**src/rtl/alu_seq.sv**
```systemverilog
// -----------------------------------------------------------------------------
// alu_seq -- registered, handshaked ALU with optional multi-cycle multiplier
//
// Accepts one operation per in_valid/in_ready handshake. Single-cycle ops
// register out/psw on the accept edge and pulse out_valid the following cycle.
// Arithmetic ops (ADD/ADC/SUB/SBC/INC/DEC/CMP) share one bw+1 bit adder;
// logic ops (AND/OR/XOR/NOT) are selected when sel[3]=1.
//
// Optional feature macro: ALU_MUL_EN
//   defined   : opcode 4'b0110 is a shift-add multiply taking bw cycles in a
//               BUSY state (busy=1, in_ready=0), result = low half of product,
//               c = (high half != 0).
//   undefined : no multiplier or BUSY state; opcode 4'b0110 returns opa in one
//               cycle with psw unchanged; busy=0, in_ready=1 always.
//
// Ports
//   clk        clock, rising-edge
//   rst_n      asynchronous active-low reset
//   in_valid   operation request
//   in_ready   block can accept an operation this cycle
//   sel[3:0]   opcode
//   opa, opb   operands (bw bits)
//   out_valid  one-cycle pulse: out/psw updated by a completed op
//   out        registered result (bw bits)
//   psw        registered flags {z,n,c,v}
//   busy       multi-cycle op in progress
// -----------------------------------------------------------------------------
module alu_seq #(
    parameter int bw = 8
) (
    input  logic          clk,
    input  logic          rst_n,
    input  logic          in_valid,
    output logic          in_ready,
    input  logic [3:0]    sel,
    input  logic [bw-1:0] opa,
    input  logic [bw-1:0] opb,
    output logic          out_valid,
    output logic [bw-1:0] out,
    output logic [3:0]    psw,
    output logic          busy
);

    localparam logic [bw-1:0] one_c = {{(bw-1){1'b0}}, 1'b1};

    logic [bw-1:0] out_reg;
    logic [3:0]    psw_reg;
    logic          out_valid_reg;
    logic          accept;

    // ---------------------------------------------------------------- logic ops
    logic [bw-1:0] logic_res;
    logic [3:0]    logic_psw;

    genvar gi;
    generate
        for (gi = 0; gi < bw; gi++) begin : g_logic
            assign logic_res[gi] = (sel[2:1] == 2'b00) ? (opa[gi] & opb[gi]) :
                                   (sel[2:1] == 2'b01) ? (opa[gi] | opb[gi]) :
                                   (sel[2:1] == 2'b10) ? (opa[gi] ^ opb[gi]) :
                                                         ~opa[gi];
        end
    endgenerate

    assign logic_psw = {(logic_res == '0), logic_res[bw-1], 2'b00};

    // ----------------------------------------------------------- arithmetic ops
    // Every arithmetic op is a + addend + cin; subtraction inverts b and uses
    // the carry-in as the +1 (or psw.c for SBC), so c=1 means "no borrow".
    logic [bw-1:0] addend;
    logic          cin;
    logic [bw:0]   sum;
    logic [bw-1:0] arith_res;
    logic          arith_v;
    logic [3:0]    arith_psw;

    always_comb begin
        addend = opb;
        cin    = 1'b0;
        case (sel[2:0])
            3'b000: begin addend = opb;    cin = 1'b0;       end // ADD
            3'b001: begin addend = opb;    cin = psw_reg[1]; end // ADC
            3'b010: begin addend = ~opb;   cin = 1'b1;       end // SUB
            3'b011: begin addend = ~opb;   cin = psw_reg[1]; end // SBC
            3'b100: begin addend = one_c;  cin = 1'b0;       end // INC
            3'b101: begin addend = ~one_c; cin = 1'b1;       end // DEC
            3'b111: begin addend = ~opb;   cin = 1'b1;       end // CMP
            default: begin addend = opb;   cin = 1'b0;       end // MUL slot
        endcase
    end

    assign sum       = {1'b0, opa} + {1'b0, addend} + {{bw{1'b0}}, cin};
    assign arith_res = sum[bw-1:0];
    // Signed overflow: both adder inputs share a sign that the result lacks.
    assign arith_v   = (opa[bw-1] == addend[bw-1]) && (arith_res[bw-1] != opa[bw-1]);
    assign arith_psw = {(arith_res == '0), arith_res[bw-1], sum[bw], arith_v};

`ifdef ALU_MUL_EN
    // ------------------------------------------------------------- multiplier
    localparam int cw = (bw > 1) ? $clog2(bw) : 1;

    typedef enum logic {IDLE, BUSY} state_t;

    state_t          state_reg;
    logic [2*bw-1:0] mcand_reg;
    logic [2*bw-1:0] prod_reg;
    logic [bw-1:0]   mplier_reg;
    logic [cw-1:0]   cnt_reg;
    logic [2*bw-1:0] prod_next;

    // Product including the partial product of the current step, so the last
    // step can write the result on the same edge it is formed.
    assign prod_next = prod_reg + (mplier_reg[0] ? mcand_reg : {(2*bw){1'b0}});

    assign in_ready = (state_reg == IDLE);
    assign busy     = (state_reg == BUSY);
`else
    assign in_ready = 1'b1;
    assign busy     = 1'b0;
`endif

    assign accept = in_valid & in_ready;

    // ----------------------------------------------------------- state update
    always_ff @(posedge clk or negedge rst_n) begin
        if (!rst_n) begin
            out_reg       <= '0;
            psw_reg       <= 4'b0000;
            out_valid_reg <= 1'b0;
`ifdef ALU_MUL_EN
            state_reg     <= IDLE;
            mcand_reg     <= '0;
            prod_reg      <= '0;
            mplier_reg    <= '0;
            cnt_reg       <= '0;
`endif
        end else begin
            out_valid_reg <= 1'b0;
`ifdef ALU_MUL_EN
            if (state_reg == BUSY) begin
                prod_reg   <= prod_next;
                mcand_reg  <= mcand_reg << 1;
                mplier_reg <= mplier_reg >> 1;
                if (cnt_reg == cw'(bw - 1)) begin
                    out_reg       <= prod_next[bw-1:0];
                    psw_reg       <= {(prod_next[bw-1:0] == '0), prod_next[bw-1],
                                      (prod_next[2*bw-1:bw] != '0), 1'b0};
                    out_valid_reg <= 1'b1;
                    state_reg     <= IDLE;
                end else begin
                    cnt_reg <= cnt_reg + cw'(1);
                end
            end else
`endif
            if (accept) begin
                if (sel[3]) begin
                    out_reg       <= logic_res;
                    psw_reg       <= logic_psw;
                    out_valid_reg <= 1'b1;
                end else begin
                    case (sel[2:0])
                        3'b110: begin
`ifdef ALU_MUL_EN
                            mcand_reg  <= {{bw{1'b0}}, opa};
                            mplier_reg <= opb;
                            prod_reg   <= '0;
                            cnt_reg    <= '0;
                            state_reg  <= BUSY;
`else
                            // No multiplier built: pass opa, keep flags.
                            out_reg       <= opa;
                            out_valid_reg <= 1'b1;
`endif
                        end
                        3'b111: begin
                            // CMP updates flags only.
                            psw_reg       <= arith_psw;
                            out_valid_reg <= 1'b1;
                        end
                        default: begin
                            out_reg       <= arith_res;
                            psw_reg       <= arith_psw;
                            out_valid_reg <= 1'b1;
                        end
                    endcase
                end
            end
        end
    end

    assign out       = out_reg;
    assign psw       = psw_reg;
    assign out_valid = out_valid_reg;

endmodule

```
**config.mk**
```make
export PLATFORM = sky130hd
export DESIGN_NAME = alu_seq
export DESIGN_NICKNAME = d
export VERILOG_FILES = /design/src/rtl/alu_seq.sv
export SDC_FILE = /design/constraint.sdc
export NUM_CORES = 1
export LEC_CHECK = 0
export ABC_CLOCK_PERIOD_IN_PS = 2900
export CORE_MARGIN = 2
export CORE_UTILIZATION = 25
export CTS_BUF_LIST = sky130_fd_sc_hd__clkbuf_4 sky130_fd_sc_hd__clkbuf_8
export CTS_CLUSTER_SIZE = 20
export DETAILED_ROUTE_END_ITERATION = 10
export MAX_ROUTING_LAYER = met4
export SYNTH_ARGS = -nofsm -noshare
export SYNTH_HDL_FRONTEND = slang
export SYNTH_SLANG_ARGS = --single-unit
export TNS_END_PERCENT = 10
```
**constraint.sdc**
```tcl
create_clock -name clk -period 2.9 [get_ports clk]
set_clock_uncertainty 0.2 [all_clocks]
set_input_delay 0.725 -clock clk [delete_from_list [all_inputs] [get_ports clk]]
set_output_delay 0.725 -clock clk [all_outputs]
set_load 0.1 [all_outputs]
```
==> impl_metrics.env, run 1 <==
export IMPL_power_density_nw_per_um2=402.8
export IMPL_viasPerCell=4.704
export IMPL_critPathMaxFanout=4
export IMPL_clkLatencyLatePin_ps=230
export IMPL_yosysUniqueCellTypes=52
export IMPL_cts_buffer_depth=2
export IMPL_cts_inserted_buffers=3
export IMPL_min_period_ps=3202
export IMPL_ys_warnings_count=0
export IMPL_dpl_hpwl_um=4641
export IMPL_p_seq_share_pct=18.4
export IMPL_hold_path_class="reg2reg"
export IMPL_path_clk_slew_ps=60
export IMPL_dieWidth_um=89.78
export IMPL_vias=2037
export IMPL_p_switching_uw=587.7
export IMPL_wirelength_um=5838
export IMPL_swShare_pct=47.44
export IMPL_gp_congestion=0.9026
export IMPL_yosysMostFrequentCell="nand2_1"
export IMPL_reg2reg_depth=10
export IMPL_synth_async_sr_flop_share_pct=100.0
export IMPL_synth_common_cells="nand2_1 (31), ha_1 (24), inv_1 (24)"
export IMPL_rows=31
export IMPL_totalPowerFinal_uw=1239
export IMPL_r2r_end="psw[3]"
export IMPL_synth_nets=282
export IMPL_end_kind="register"
export IMPL_final_area_um2=3075
export IMPL_die_h_um=89.78
export IMPL_antenna_cells=0
export IMPL_maxCapViolations=0
export IMPL_largest_register_ffs=8
export IMPL_initial_core_util_pct=25.63
export IMPL_synth_top_flop_cell="dfrtp_1"
export IMPL_hold_buffers=0
export IMPL_timing_fmax_mhz=312.3
export IMPL_synth_area_leaders="dfrtp_1 (18%), ha_1 (16%), nand2_1 (6.3%), a21oi_1 (5.4%), inv_1 (4.9%)"
export IMPL_grt_overflow=0
export IMPL_dieArea_um2=8060
export IMPL_slew_headroom_pct=60.20
export IMPL_drtIter0Drc=87
export IMPL_grt_pass1_vias=1966
export IMPL_grt_pass1_wl_um=9597
export IMPL_htree_levels=1
export IMPL_leakage_uw=0.001478
export IMPL_post_drt_wl_per_cell_um=13.48
export IMPL_p_int_uw=651.2
export IMPL_drive_gt1_share_pct=44.61
export IMPL_yosysTopAreaCellShare_pct=17.69
export IMPL_port_buffers=35
export IMPL_fin_ws_ps=-302.2
export IMPL_drv_slew=0
export IMPL_cp_arrival_ps=3140
export IMPL_syn_area_per_cell_um2=7.894
export IMPL_outcome="finished with violations"
export IMPL_drc=0
export IMPL_hold_start="out[0]"
export IMPL_antenna_found_initial=0
export IMPL_hold_viol=0
export IMPL_setup_viol=7
export IMPL_synth_edf_count=0
export IMPL_pwr_share_clk_pct=13.5
export IMPL_cts_tree="yes"
export IMPL_fin_nets=384
export IMPL_finalCritPeriodShare_pct=110.4
export IMPL_cp_required_ps=2840
export IMPL_violations="negative setup slack"
export IMPL_syn_cell_area_um2=1839
export IMPL_tightest_slew_ps=595.1
export IMPL_startpoint_type="input port"
export IMPL_core_area_um2=7176
export IMPL_min_to="out[0]"
export IMPL_syn_inst=233
export IMPL_synth_top_cell_by_area="dfrtp_1"
export IMPL_r2r_start="psw[1]"
export IMPL_cts_sinks=13
export IMPL_combinationalPowerShare_pct=68.1
export IMPL_min_delay_path_depth=1
export IMPL_rrSetupSlack_ps=60
export IMPL_first_pass_iters=4
export IMPL_grt_setup_unrepaired="true"
export IMPL_io_pins=38
export IMPL_cts_root_buf="clkbuf_8"
export IMPL_grt_use_total_pct=14.66
export IMPL_ant_nets=0
export IMPL_syn_to_final_growth_pct=67.21
export IMPL_irDropWorstVdd_uv=125.4
export IMPL_synth_seq_area_share_pct=17.69
export IMPL_ys_ff_latch=13
export IMPL_worst_setup_path_type="in2reg"
export IMPL_grt_max_degree=15
export IMPL_place_area_um2=2730
-- cell type report --
class | count | area [um2]
sequential | 13 | 325.3
fill | 711 | 4100
timing repair buffer | 112 | 913.4
tap | 99 | 123.9
clock buffer | 4 | 48.80
inverter | 26 | 102.6
multi-input combinational | 179 | 1562
-- worst max path at each step --
stage | from | to | slack (ps) | cells after the start
3_3_place_gp | sel[2] | psw[3] | -950 | 14
6_report | sel[2] | psw[3] | -300 | 12
4_1_cts | sel[2] | psw[3] | -290 | 13
3_5_place_dp | sel[2] | psw[3] | -990 | 14
5_1_grt | sel[2] | psw[3] | -400 | 12
2_1_floorplan | sel[2] | psw[3] | -570 | 13
-- layout by cell type (no fill, tap or decap), types with 4 or more instances in the layout --
master and n:
buf_4 89, nand2_1 30, ha_1 23, inv_1 21, a21oi_1 13, clkdlybuf4s50_1 13
dfrtp_1 13, o21ai_0 8, a21oi_2 7, nor2_1 7, o21ai_1 6, mux2_2 5
a221oi_2 4, a21o_1 4, a211oi_1 4, buf_6 4
-- logic make-up after synthesis --
logic type               after synthesis  synth area share (%)
AO/OA/AOI/OAI                         75                 27.35
AND/OR/NAND/NOR                       58                 14.08
buffers and inverters                 41                 9.387
adder cells (fa/ha/maj)               26                 18.50
flip-flops                            13                 17.69
multiplexers                          11                 9.252
XOR/XNOR                               7                 3.333
other                                  2                0.4083
-- stage by stage --
step           hold slack [ps]  util, %  setup TNS [ps]  instances  worst slack [ps]
2_1_floorplan            229.4        -           -1876        233            -572.2
4_1_cts                  282.5    41.03           -1677        431            -291.9
5_1_grt                  292.0    42.86           -2143        433            -402.2
3_5_place_dp             269.5    38.05           -8532        417            -987.6
6_report                 274.2    42.86          -960.5        433            -302.2
3_3_place_gp             262.8    38.05           -8191        417            -951.3
-- per-layer routing --
metal / wire, um / vias to the layer above / track usage (%)
met4: 85 / 0 / 4.231
li1: - / 1042 / -
met1: 2620 / 945 / 18.85
met3: 214 / 6 / 1.006
met5: 0 / - / -
met2: 2918 / 44 / 25.00
-- power by group through the flow --
stage | registers (uW) | logic [uW] | clock network [uW]
2_1_floorplan | 441 | 286 | 0
3_3_place_gp | 231 | 743 | 0
3_5_place_dp | 232 | 749 | 0
4_1_cts | 229 | 801 | 174
5_1_grt | 231 | 897 | 180
6_report | 228 | 843 | 168
-- repair_timing --
action | in CTS | in global routing
resized for setup | 41 | 33
buffers inserted | 10 | 3
setup endpoints to repair | 11 | 11
pin swaps | 16 | 32
-- worst max-delay path: stages --
cell and delay [ps]:
buf_6 90, nor2b_4 140, buf_6 120, a211oi_4 240, fa_2 250, inv_2 40, fa_2 380, a21o_1 190
a21oi_2 140, xnor2_1 90, or4_4 480, o41ai_2 270
Note: power is estimated with default switching activity, not from simulation.
==> run 2: changes to the inputs <==
--- a/config.mk
+++ b/config.mk
@@ -12,6 +12,7 @@
 export CTS_CLUSTER_SIZE = 20
 export DETAILED_ROUTE_END_ITERATION = 10
 export MAX_ROUTING_LAYER = met4
+export SKIP_LAST_GASP = 1
 export SYNTH_ARGS = -nofsm -noshare
 export SYNTH_HDL_FRONTEND = slang
 export SYNTH_SLANG_ARGS = --single-unit
==> run 2 against run 1 <==
  * The flow still finishes with violations (negative setup slack)
  * Power shrank 0.90%
  * Clock power barely moved
  * Count of clock-buffer cells in the layout unchanged
  * Worst hold slack worse by 0.68 ps
  * Register-to-register slack is essentially flat
  * Maximum frequency about the same
  * Wire length rose by 0.14%
  * Cell area fell by 0.73%
  * Core utilization decreased by 0.31 points
  * Via count is 0.20% lower
  * Flip-flop and latch count unchanged
  * Critical path type unchanged
  * Highest routed layer unchanged
==> impl_metrics.env, run 2 (same netlist as run 1, synthesis figures left out) <==
export IMPL_outcome="finished with violations"
export IMPL_violations="negative setup slack"
export IMPL_drive_gt1_share_pct=43.28
export IMPL_hold_buffers=0
export IMPL_clkLatencyLatePin_ps=230
export IMPL_min_to="out[0]"
export IMPL_leakage_uw=0.001456
export IMPL_fin_ws_ps=-304.5
export IMPL_p_int_uw=646.1
export IMPL_ant_nets=0
export IMPL_hold_path_class="reg2reg"
export IMPL_power_density_nw_per_um2=402.1
export IMPL_swShare_pct=47.37
export IMPL_cts_sinks=13
export IMPL_cts_tree="yes"
export IMPL_wirelength_um=5846
export IMPL_grt_overflow=0
export IMPL_cp_arrival_ps=3150
export IMPL_dpl_hpwl_um=4641
export IMPL_grt_use_total_pct=14.54
export IMPL_crit_path_start="sel[2]"
export IMPL_tightest_slew_ps=586.5
export IMPL_min_period_ps=3204
export IMPL_combinationalPowerShare_pct=67.8
export IMPL_hold_start="out[0]"
export IMPL_drtIter0Drc=91
export IMPL_startpoint_type="input port"
export IMPL_pwr_share_clk_pct=13.6
export IMPL_cts_buffer_depth=2
export IMPL_drv_slew=0
export IMPL_min_delay_path_depth=1
export IMPL_vias=2033
export IMPL_first_pass_iters=4
export IMPL_rows=31
export IMPL_grt_pass1_wl_um=9522
export IMPL_fin_nets=385
export IMPL_gp_congestion=0.9026
export IMPL_slew_headroom_pct=60.78
export IMPL_drc=0
export IMPL_timing_fmax_mhz=312.1
export IMPL_largest_register_ffs=8
export IMPL_r2r_start="psw[1]"
export IMPL_port_buffers=35
export IMPL_grt_pass1_vias=1955
export IMPL_grt_max_degree=15
export IMPL_p_seq_share_pct=18.6
export IMPL_htree_levels=1
export IMPL_viasPerCell=4.684
export IMPL_io_pins=38
export IMPL_antenna_cells=0
export IMPL_maxCapViolations=0
export IMPL_die_h_um=89.78
export IMPL_end_kind="register"
export IMPL_pre_cts_ws_ps=-987.6
export IMPL_post_drt_wl_per_cell_um=13.47
export IMPL_worst_setup_path_type="in2reg"
export IMPL_irDropWorstVdd_uv=124.9
export IMPL_p_switching_uw=581.6
export IMPL_cp_required_ps=2840
export IMPL_reg2reg_depth=10
export IMPL_dieArea_um2=8060
export IMPL_r2r_end="psw[3]"
export IMPL_grt_setup_unrepaired="true"
export IMPL_rrSetupSlack_ps=60
export IMPL_finalCritPeriodShare_pct=110.5
export IMPL_syn_to_final_growth_pct=65.99
export IMPL_totalPowerFinal_uw=1228
export IMPL_cts_root_buf="clkbuf_8"
export IMPL_final_cell_mix="buf_4 (89), nand2_1 (30), ha_1 (23)"
export IMPL_initial_core_util_pct=25.63
export IMPL_cts_inserted_buffers=3
export IMPL_utilization_pct=42.55
export IMPL_setup_viol=9
export IMPL_antenna_found_initial=0
export IMPL_core_area_um2=7176
export IMPL_layout_commonest_cell="buf_4"
export IMPL_hold_viol=0
export IMPL_dieWidth_um=89.78
export IMPL_critPathMaxFanout=4
export IMPL_path_clk_slew_ps=60
run 2: through the flow:
step	hold slack (ps)	setup TNS, ps	std cells	cell area [um2]
final	273.6	-1448	434	3053
after global routing	292.0	-2995	434	3053
after CTS	282.5	-2111	431	2912
after detailed placement	269.5	-8532	417	2730
after global placement	262.8	-8191	417	2730
after floorplan	229.4	-1876	233	1919
run 2: worst max-delay path, cell delays in order:
cell and delay (ps):
buf_6 90, nor2b_4 140, buf_6 120, a211oi_4 240
fa_2 250, inv_2 40, fa_2 370, a21o_1 180
a21oi_2 140, xnor2_1 90, or4_4 480, o41ai_2 270
run 2: worst max path at each step:
| stage | endpoint | slack, ps | depth (start not counted) |
|---|---|---|---|
| 3_5_place_dp | psw[3] | -990 | 14 |
| 6_report | psw[3] | -300 | 12 |
| 4_1_cts | psw[3] | -290 | 13 |
| 5_1_grt | out[6] | -400 | 13 |
| 2_1_floorplan | psw[3] | -570 | 13 |
| 3_3_place_gp | psw[3] | -950 | 14 |
run 2: cell type report:
cell class	instances	area, um2
clock buffer	4	48.80
fill	708	4123
inverter	26	102.6
multi-input combinational	179	1530
sequential	13	325.3
tap	99	123.9
timing repair buffer	113	922.1
run 2: per-layer routing:
layer | vias to the layer above | wire length (um) | global-route usage (%)
li1 | 1046 | - | -
met1 | 931 | 2649 | 18.74
met5 | - | 0 | -
met2 | 50 | 2860 | 24.68
met3 | 6 | 252 | 1.006
met4 | 0 | 85 | 4.231
run 2: power groups by stage:
stage | clock network (uW) | logic [uW] | registers, uW
after floorplan | 0 | 286 | 441
after global placement | 0 | 743 | 231
after detailed placement | 0 | 749 | 232
after CTS | 174 | 786 | 229
after global routing | 180 | 887 | 231
final | 167 | 833 | 228
run 2: repair_timing:
action	in CTS	in global routing
setup endpoints to repair	11	11
buffers inserted	10	4
resized for setup	32	28
pin swaps	13	30
endpoints found under the hold margin	0	0
